[src/rtl/prio_encoder8_if.sv]
// Request/offer bus of the 8-to-3 priority encoder. The consumer side uses the master modport
// and the encoder uses the slave modport.
interface prio_encoder8_if;
  logic       ein;
  logic [7:0] reqn;
  logic       ack;
  logic [2:0] code;
  logic       valid;
  logic       gsn;
  logic       eon;
  logic [7:0] pending;
  logic       overrun;

  modport master (
    output ein, reqn, ack,
    input  code, valid, gsn, eon, pending, overrun
  );

  modport slave (
    input  ein, reqn, ack,
    output code, valid, gsn, eon, pending, overrun
  );
endinterface

[src/rtl/prio_encoder8.sv]
// Registered 8-to-3 priority encoder. It latches active-low request lines into a pending
// vector and offers the highest pending index over a valid/ack handshake.
module prio_encoder8 #(
  parameter int unsigned SYNC_STAGES = 2,
  parameter int unsigned EDGE_MODE   = 1
) (
  input logic           clk,
  input logic           rst_n,
  prio_encoder8_if.slave bus
);

  if (SYNC_STAGES < 1 || SYNC_STAGES > 3) begin : g_bad_sync
    $error("SYNC_STAGES must be in 1..3");
  end

  typedef enum logic [0:0] {StIdle, StOffer} state_e;

  state_e     state_q;
  logic [7:0] sync_q [SYNC_STAGES];
  logic [7:0] hist_q;
  logic [7:0] pending_q, pending_d;
  logic [2:0] code_q;
  logic       valid_q;
  logic       overrun_q, overrun_d;

  logic [7:0] s;
  logic [7:0] set_vec;
  logic [7:0] clr_vec;
  logic [2:0] top_idx;

  // Reset to all-ones so a line held low across reset shows up as one fresh edge.
  always_ff @(posedge clk or negedge rst_n) begin
    if (!rst_n) begin
      for (int i = 0; i < SYNC_STAGES; i++) sync_q[i] <= 8'hFF;
      hist_q <= 8'hFF;
    end else begin
      sync_q[0] <= bus.reqn;
      for (int i = 1; i < SYNC_STAGES; i++) sync_q[i] <= sync_q[i-1];
      hist_q <= s;
    end
  end

  always_comb begin
    s       = sync_q[SYNC_STAGES-1];
    set_vec = (EDGE_MODE != 0) ? (hist_q & ~s) : ~s;
    clr_vec = '0;
    if (state_q == StOffer && bus.ack) clr_vec[code_q] = 1'b1;
    // Set is ORed in after the clear so a same-cycle re-request survives the ack.
    pending_d = (pending_q & ~clr_vec) | set_vec;
    overrun_d = (EDGE_MODE != 0) && (|(set_vec & pending_q & ~clr_vec));
    top_idx   = '0;
    for (int i = 0; i < 8; i++) begin
      if (pending_q[i]) top_idx = 3'(i);
    end
  end

  always_ff @(posedge clk or negedge rst_n) begin
    if (!rst_n) begin
      state_q   <= StIdle;
      pending_q <= '0;
      code_q    <= '0;
      valid_q   <= 1'b0;
      overrun_q <= 1'b0;
    end else begin
      pending_q <= pending_d;
      overrun_q <= overrun_d;
      unique case (state_q)
        StIdle: begin
          if (!bus.ein && pending_q != '0) begin
            code_q  <= top_idx;
            valid_q <= 1'b1;
            state_q <= StOffer;
          end
        end
        StOffer: begin
          if (bus.ack) begin
            valid_q <= 1'b0;
            state_q <= StIdle;
          end
        end
        default: state_q <= StIdle;
      endcase
    end
  end

  assign bus.code    = code_q;
  assign bus.valid   = valid_q;
  assign bus.gsn     = ~valid_q;
  assign bus.eon     = ~(~bus.ein & ~valid_q & ~(|pending_q));
  assign bus.pending = pending_q;
  assign bus.overrun = overrun_q;

endmodule

[src/flat_wrapper.sv]
// flat-port wrapper written by rule: the top's interface ports become plain ports
module prio_encoder8_flat 
#(
  parameter int unsigned SYNC_STAGES = 2,
  parameter int unsigned EDGE_MODE   = 1
)
  (clk, rst_n, bus_ein, bus_reqn, bus_ack, bus_code, bus_valid, bus_gsn, bus_eon, bus_pending, bus_overrun);
  prio_encoder8_if bus_i ();
  input logic clk;
  input logic rst_n;
  input wire logic [$bits(bus_i.ein)-1:0] bus_ein;
  input wire logic [$bits(bus_i.reqn)-1:0] bus_reqn;
  input wire logic [$bits(bus_i.ack)-1:0] bus_ack;
  output wire logic [$bits(bus_i.code)-1:0] bus_code;
  output wire logic [$bits(bus_i.valid)-1:0] bus_valid;
  output wire logic [$bits(bus_i.gsn)-1:0] bus_gsn;
  output wire logic [$bits(bus_i.eon)-1:0] bus_eon;
  output wire logic [$bits(bus_i.pending)-1:0] bus_pending;
  output wire logic [$bits(bus_i.overrun)-1:0] bus_overrun;
  assign bus_i.ein = bus_ein;
  assign bus_i.reqn = bus_reqn;
  assign bus_i.ack = bus_ack;
  assign bus_code = bus_i.code;
  assign bus_valid = bus_i.valid;
  assign bus_gsn = bus_i.gsn;
  assign bus_eon = bus_i.eon;
  assign bus_pending = bus_i.pending;
  assign bus_overrun = bus_i.overrun;
  prio_encoder8 #(.SYNC_STAGES(SYNC_STAGES), .EDGE_MODE(EDGE_MODE)) u_core (.clk(clk), .rst_n(rst_n), .bus(bus_i));
endmodule
[config.mk]
export PLATFORM = sky130hd
export DESIGN_NAME = prio_encoder8_flat
export DESIGN_NICKNAME = d
export VERILOG_FILES = /design/src/rtl/prio_encoder8_if.sv /design/src/rtl/prio_encoder8.sv /design/src/flat_wrapper.sv
export SDC_FILE = /design/constraint.sdc
export NUM_CORES = 1
export LEC_CHECK = 0
export CORE_UTILIZATION = 50
export DETAILED_ROUTE_END_ITERATION = 7
export PLACE_DENSITY = 0.84
export REMOVE_ABC_BUFFERS = 1
export SETUP_SLACK_MARGIN = 0.02
export SLEW_MARGIN = 20
export SYNTH_ARGS = -nofsm -noshare
export SYNTH_HDL_FRONTEND = slang
export SYNTH_SLANG_ARGS = --single-unit
[constraint.sdc]
create_clock -name clk -period 3.8 [get_ports clk]
set_input_delay 0.57 -clock clk [delete_from_list [all_inputs] [get_ports clk]]
set_output_delay 0.57 -clock clk [all_outputs]
set_load 0.01 [all_outputs]
# Word-level counts from Yosys, hierarchy flattened
# Cells that the tools add are included.
# Widths: inputs -> output; s select.
word_totals:
  out_inout_bits: 15
  in_bits: 12
  regBits: 38
  elab_cells: 51
op_classes:
  reduce_logical: 9
  n_bitwise: 14
  n_eq_ne: 2
  muxes: 16
  order_cmp: 2
op_table:
  columns: ["op", "n"]
  rows:
  - ["$and 8x8->8", 4]
  - ["$not 8->8", 2]
  - ["$reduce_or 8->1", 2]
  - ["$mux 3", 4]
  - ["$mux 8", 1]
  - ["$or 8x8->8", 1]
  - ["$reduce_bool 8->1", 1]
  - ["$mux 1", 6]
  - ["$not 1->1", 5]
  - ["$lt 3x4->1 const B", 1]
  - ["$mux 2", 2]
  - ["$pmux 1 s2", 2]
  - ["$reduce_and 2->1", 2]
  - ["$demux 1 s3", 1]
  - ["$ge 3x1->1 const B", 1]
  - ["$logic_and 1x1->1", 3]
  - ["$and 1x1->1", 2]
  - ["$ne 2x1->1 const B", 1]
  - ["$ne 2x2->1 const B", 1]
  - ["$logic_not 1->1", 1]

# Longest topological paths before layout
logic_depth:
  depth_word: 8
  depth_mapped: 6
  mapped_depth_nobuf: 5

# Worst setup path before layout
# No wires, ideal clock.
synth_path:
  kind: "flip-flop to output port"
  start: "reg u_core.pending_q[5] (netlist: u_core.bus.pending[5])"
  end: "out bus_eon"
  required_time_ps: 3230
  path_buffers: 0
  t_arrival_ps: 997
  stages_incl_launch_ff: 4
  setup_slack_ps: 2233
  cell_sequence: "dfrtp_1 -> nor4_1 -> and3_1 -> nand2_1"
synth_via:
  elab_chain_len: 4
synth_rtl:
  columns: ["item", "line", "text"]
  rows:
  - ["start, declared", "prio_encoder8.sv:21", "logic [7:0] pending_q, pending_d;"]
  - ["start signal, assigned", "prio_encoder8.sv:65", "pending_q <= pending_d;"]
  - ["$reduce_or 8->1", "prio_encoder8.sv:89", "assign bus.eon = ~(~bus.ein & ~valid_q & ~(|pending_q));"]
  - ["$not 1->1", "prio_encoder8.sv:89", null]
  - ["$and 1x1->1", "prio_encoder8.sv:89", null]
  - ["$not 1->1", "prio_encoder8.sv:89", null]
  - ["end, declared", "flat_wrapper.sv:17", "output wire logic [$bits(bus_i.eon)-1:0] bus_eon;"]
# No other way between the ends.

# Worst setup path after layout
# Ends and elaborated chain as after synthesis.

==> metrics.txt <==
# TYPE chip_impl_metric gauge
chip_impl_info{name="status",value="finished clean"} 1
chip_impl_metric{name="clk_pin_slew_worst_paths",unit="ps"} 100
chip_impl_metric{name="cts_htree_levels",unit=""} 2
chip_impl_info{name="timing.setup.critical_path_class",value="reg -> out"} 1
chip_impl_metric{name="slew-limit-headroom",unit="%"} 64.4
chip_impl_metric{name="finalWorstPathRequiredPeriod",unit="ps"} 2530
chip_impl_metric{name="globalRouteOverflowTotal",unit=""} 0
chip_impl_metric{name="drv_cap",unit=""} 0
chip_impl_metric{name="grt.total_usage",unit="%"} 18.0
chip_impl_metric{name="layout-area-overhead-vs-synth",unit="%"} 26.5
chip_impl_info{name="worst_hold_path_type",value="in -> async"} 1
chip_impl_metric{name="drtPass1Iterations",unit=""} 4
chip_impl_metric{name="chipWidth",unit="um"} 53.3
chip_impl_metric{name="vias_per_cell",unit=""} 5.37
chip_impl_metric{name="post_route_cells_drive_above_1_share",unit="%"} 26.3
chip_impl_metric{name="antenna_violating_nets_post_route",unit=""} 0
chip_impl_metric{name="cts_hold_buffers",unit=""} 0
chip_impl_metric{name="tritoncts_num_sinks",unit=""} 38
chip_impl_metric{name="peakVddDrop",unit="V"} 0.000392
chip_impl_metric{name="post-place-ws",unit="ps"} 1560
chip_impl_metric{name="cp_max_fo",unit=""} 5
chip_impl_metric{name="route.final.wire_length",unit="um"} 2140
chip_impl_info{name="ctsRootBufferMaster",value="clkbuf_4"} 1
chip_impl_metric{name="async_reset_ff_share",unit="%"} 100
chip_impl_metric{name="cts_resized",unit=""} 0
chip_impl_metric{name="finalHoldViolCount",unit=""} 0
chip_impl_metric{name="clock-skew-final",unit="ps"} 6.26
chip_impl_metric{name="fmax",unit="MHz"} 396
chip_impl_metric{name="powerDensity",unit="nW/um^2"} 502
chip_impl_metric{name="cts_bufs_inserted",unit=""} 5
chip_impl_metric{name="post-route-drc-count",unit=""} 0
chip_impl_info{name="cp-start-kind",value="flip-flop"} 1
chip_impl_info{name="tritoncts_clock_tree",value="built"} 1
chip_impl_metric{name="num_vias",unit=""} 876
chip_impl_metric{name="p_leak",unit="nW"} 0.674
chip_impl_metric{name="synth-edff-count",unit=""} 0
chip_impl_metric{name="timing.hold.ws",unit="ps"} 207
chip_impl_metric{name="die_outline_area",unit="um^2"} 2840
chip_impl_metric{name="fin_crit_sh",unit="%"} 66.5
chip_impl_metric{name="post_synth.cell_area_avg",unit="um^2"} 13.3
chip_impl_metric{name="synth.lib_cells_used.distinct",unit=""} 22
chip_impl_metric{name="syn-instance-count",unit=""} 99
chip_impl_metric{name="place.port_buffers",unit=""} 26
chip_impl_metric{name="die_h",unit="um"} 53.3
chip_impl_metric{name="dpl.cell_count",unit=""} 155
chip_impl_metric{name="post_drt_wl_per_cell",unit="um"} 13.1
chip_impl_metric{name="core.rowCount",unit=""} 18
chip_impl_metric{name="cts_setup_buffers",unit=""} 0
chip_impl_metric{name="drt_iter0_markers",unit=""} 17
chip_impl_metric{name="timing.final.ws_setup",unit="ps"} 1270
chip_impl_metric{name="yosysWarnings",unit=""} 0
chip_impl_metric{name="clk_path_buf_depth",unit=""} 2
chip_impl_metric{name="ys_seq_elements",unit=""} 38
chip_impl_metric{name="slew_viol_final",unit=""} 0
chip_impl_metric{name="grt_first_pass_wirelength",unit="um"} 3440
chip_impl_metric{name="top_level_ports",unit=""} 27
chip_impl_metric{name="instances_no_fill",unit=""} 163
chip_impl_metric{name="synth-seq-area-share",unit="%"} 74.5
chip_impl_metric{name="n_antenna_cell",unit=""} 0
chip_impl_metric{name="nets",unit=""} 144
chip_impl_metric{name="initial_utilization",unit="%"} 53.2
chip_impl_metric{name="timing.critical_path.arrival",unit="ps"} 1960
chip_impl_metric{name="finalSetupTns",unit="ps"} 0
chip_impl_info{name="cp-end-kind",value="output port"} 1
chip_impl_metric{name="first_global_vias",unit=""} 807
chip_impl_metric{name="place.detailed.hpwl",unit="um"} 1630
chip_impl_metric{name="finalSetupViolations",unit=""} 0
chip_impl_metric{name="synth_area",unit="um^2"} 1320
chip_impl_info{name="unrepaired_setup_endpoints_after_global_routing",value="no"} 1
chip_impl_metric{name="design.core.area",unit="um^2"} 2480
chip_impl_metric{name="timing.critical_path.required",unit="ps"} 3230
chip_impl_info{name="synth_ff_type",value="dfstp_2"} 1
chip_impl_metric{name="antenna_found_initial",unit=""} 0
chip_impl_metric{name="grt_max_degree",unit=""} 27
chip_impl_metric{name="insertion_delay",unit="ps"} 330
chip_impl_metric{name="gp_routability_congestion",unit=""} 0.829
chip_impl_metric{name="tightestPinTransition",unit="ps"} 535
## cell usage in the layout, fill, tap and decap left out, types with 2 or more instances in the layout
cell | Yosys | routed
clkdlybuf4s50_1 | 0 | 25
dfstp_2 | 24 | 24
nand2_1 | 14 | 14
dfrtp_1 | 14 | 14
nand2b_1 | 9 | 9
o21ai_0 | 7 | 7
nor2_1 | 6 | 6
clkbuf_4 | 0 | 5
inv_1 | 4 | 4
o31ai_1 | 4 | 4
or3_1 | 2 | 2
o22ai_1 | 2 | 2
nor3_1 | 2 | 2
## sequential cells by signal, summed over array words and instances (netlist names)
signal	flops
u_core.sync_q	8
u_core.bus.code	3
u_core.bus.valid	1
u_core.hist_q	8
u_core.bus.pending	8
u_core.state_q	1
u_core.bus.overrun	1
u_core.s	8
## worst paths after layout
path / startpoint / endpoint / slack [ps] / cells past startpoint
setup reg to reg: u_core.bus.pending[5] / u_core.bus.code[0] / 2100 / 5
hold reg to reg: u_core.sync_q[14] / u_core.s[6] / 360 / 0
min in group clk: u_core.sync_q[14] / u_core.s[6] / 360 / 0
hold / removal: rst_n / u_core.bus.code[2] / 210 / 1
max in group asynchronous: rst_n / u_core.sync_q[8] / 2960 / 2
setup / recovery: u_core.bus.pending[5] / bus_eon / 1270 / 4
## worst max-delay path, stage by stage (launching register included)
cell and delay [ps]:
dfrtp_1 460, nor4_1 410, and3_1 240, nand2_1 50, clkdlybuf4s50_1 470
## through the flow
stage | total power (W) | utilization [%] | area, um^2
detailed placement | 0.000639 | 65.1 | 1610
global placement | 0.000629 | 65.1 | 1610
floorplan | 0.000548 | - | 1310
global route | 0.000884 | 67.3 | 1670
finish | 0.000837 | 67.3 | 1670
CTS | 0.000848 | 67.5 | 1670
## power by group
group / switching, W / internal (W) / total (W)
Sequential: 0.0000406 / 0.000451 / 0.000492
Combinational: 0.0000631 / 0.0000761 / 0.000139
Clock: 0.000117 / 0.0000897 / 0.000207
Total: 0.000221 / 0.000617 / 0.000837
## final cells by class
cell class	instances	area, um^2
inverter	4	15.0
sequential	38	981
tap	30	37.5
fill	196	811
timing repair buffer	27	263
multi-input combinational	56	310
clock buffer	7	55.1
clock inverter	1	5.00
## cell usage after synthesis, drive strengths merged, types with 2 or more instances
master  instances  area (um^2)
o31ai           4         30.0
o22ai           2         12.5
nor3            2         10.0
inv             4         15.0
nand2b          9         56.3
o21ai           7         35.0
dfstp          24          631
nand2          14         52.6
nor2            6         22.5
or3             2         12.5
dfrtp          14          350
a21oi           2         13.8
## routing by layer
metal | vias up | GRT usage, % | wire, um
met3 | 2 | 8.05 | 161
met2 | 38 | 29.8 | 1110
met5 | - | 0 | 0
met1 | 434 | 19.8 | 860
li1 | 402 | - | -
met4 | 0 | 7.46 | 14
## kinds of logic after synthesis
kind of cell	share of synthesized area (%)
buf+inv	1.99
simple gates	14.1
compound gates	9.50
flops	74.5
(Power assumes the default switching activity.)
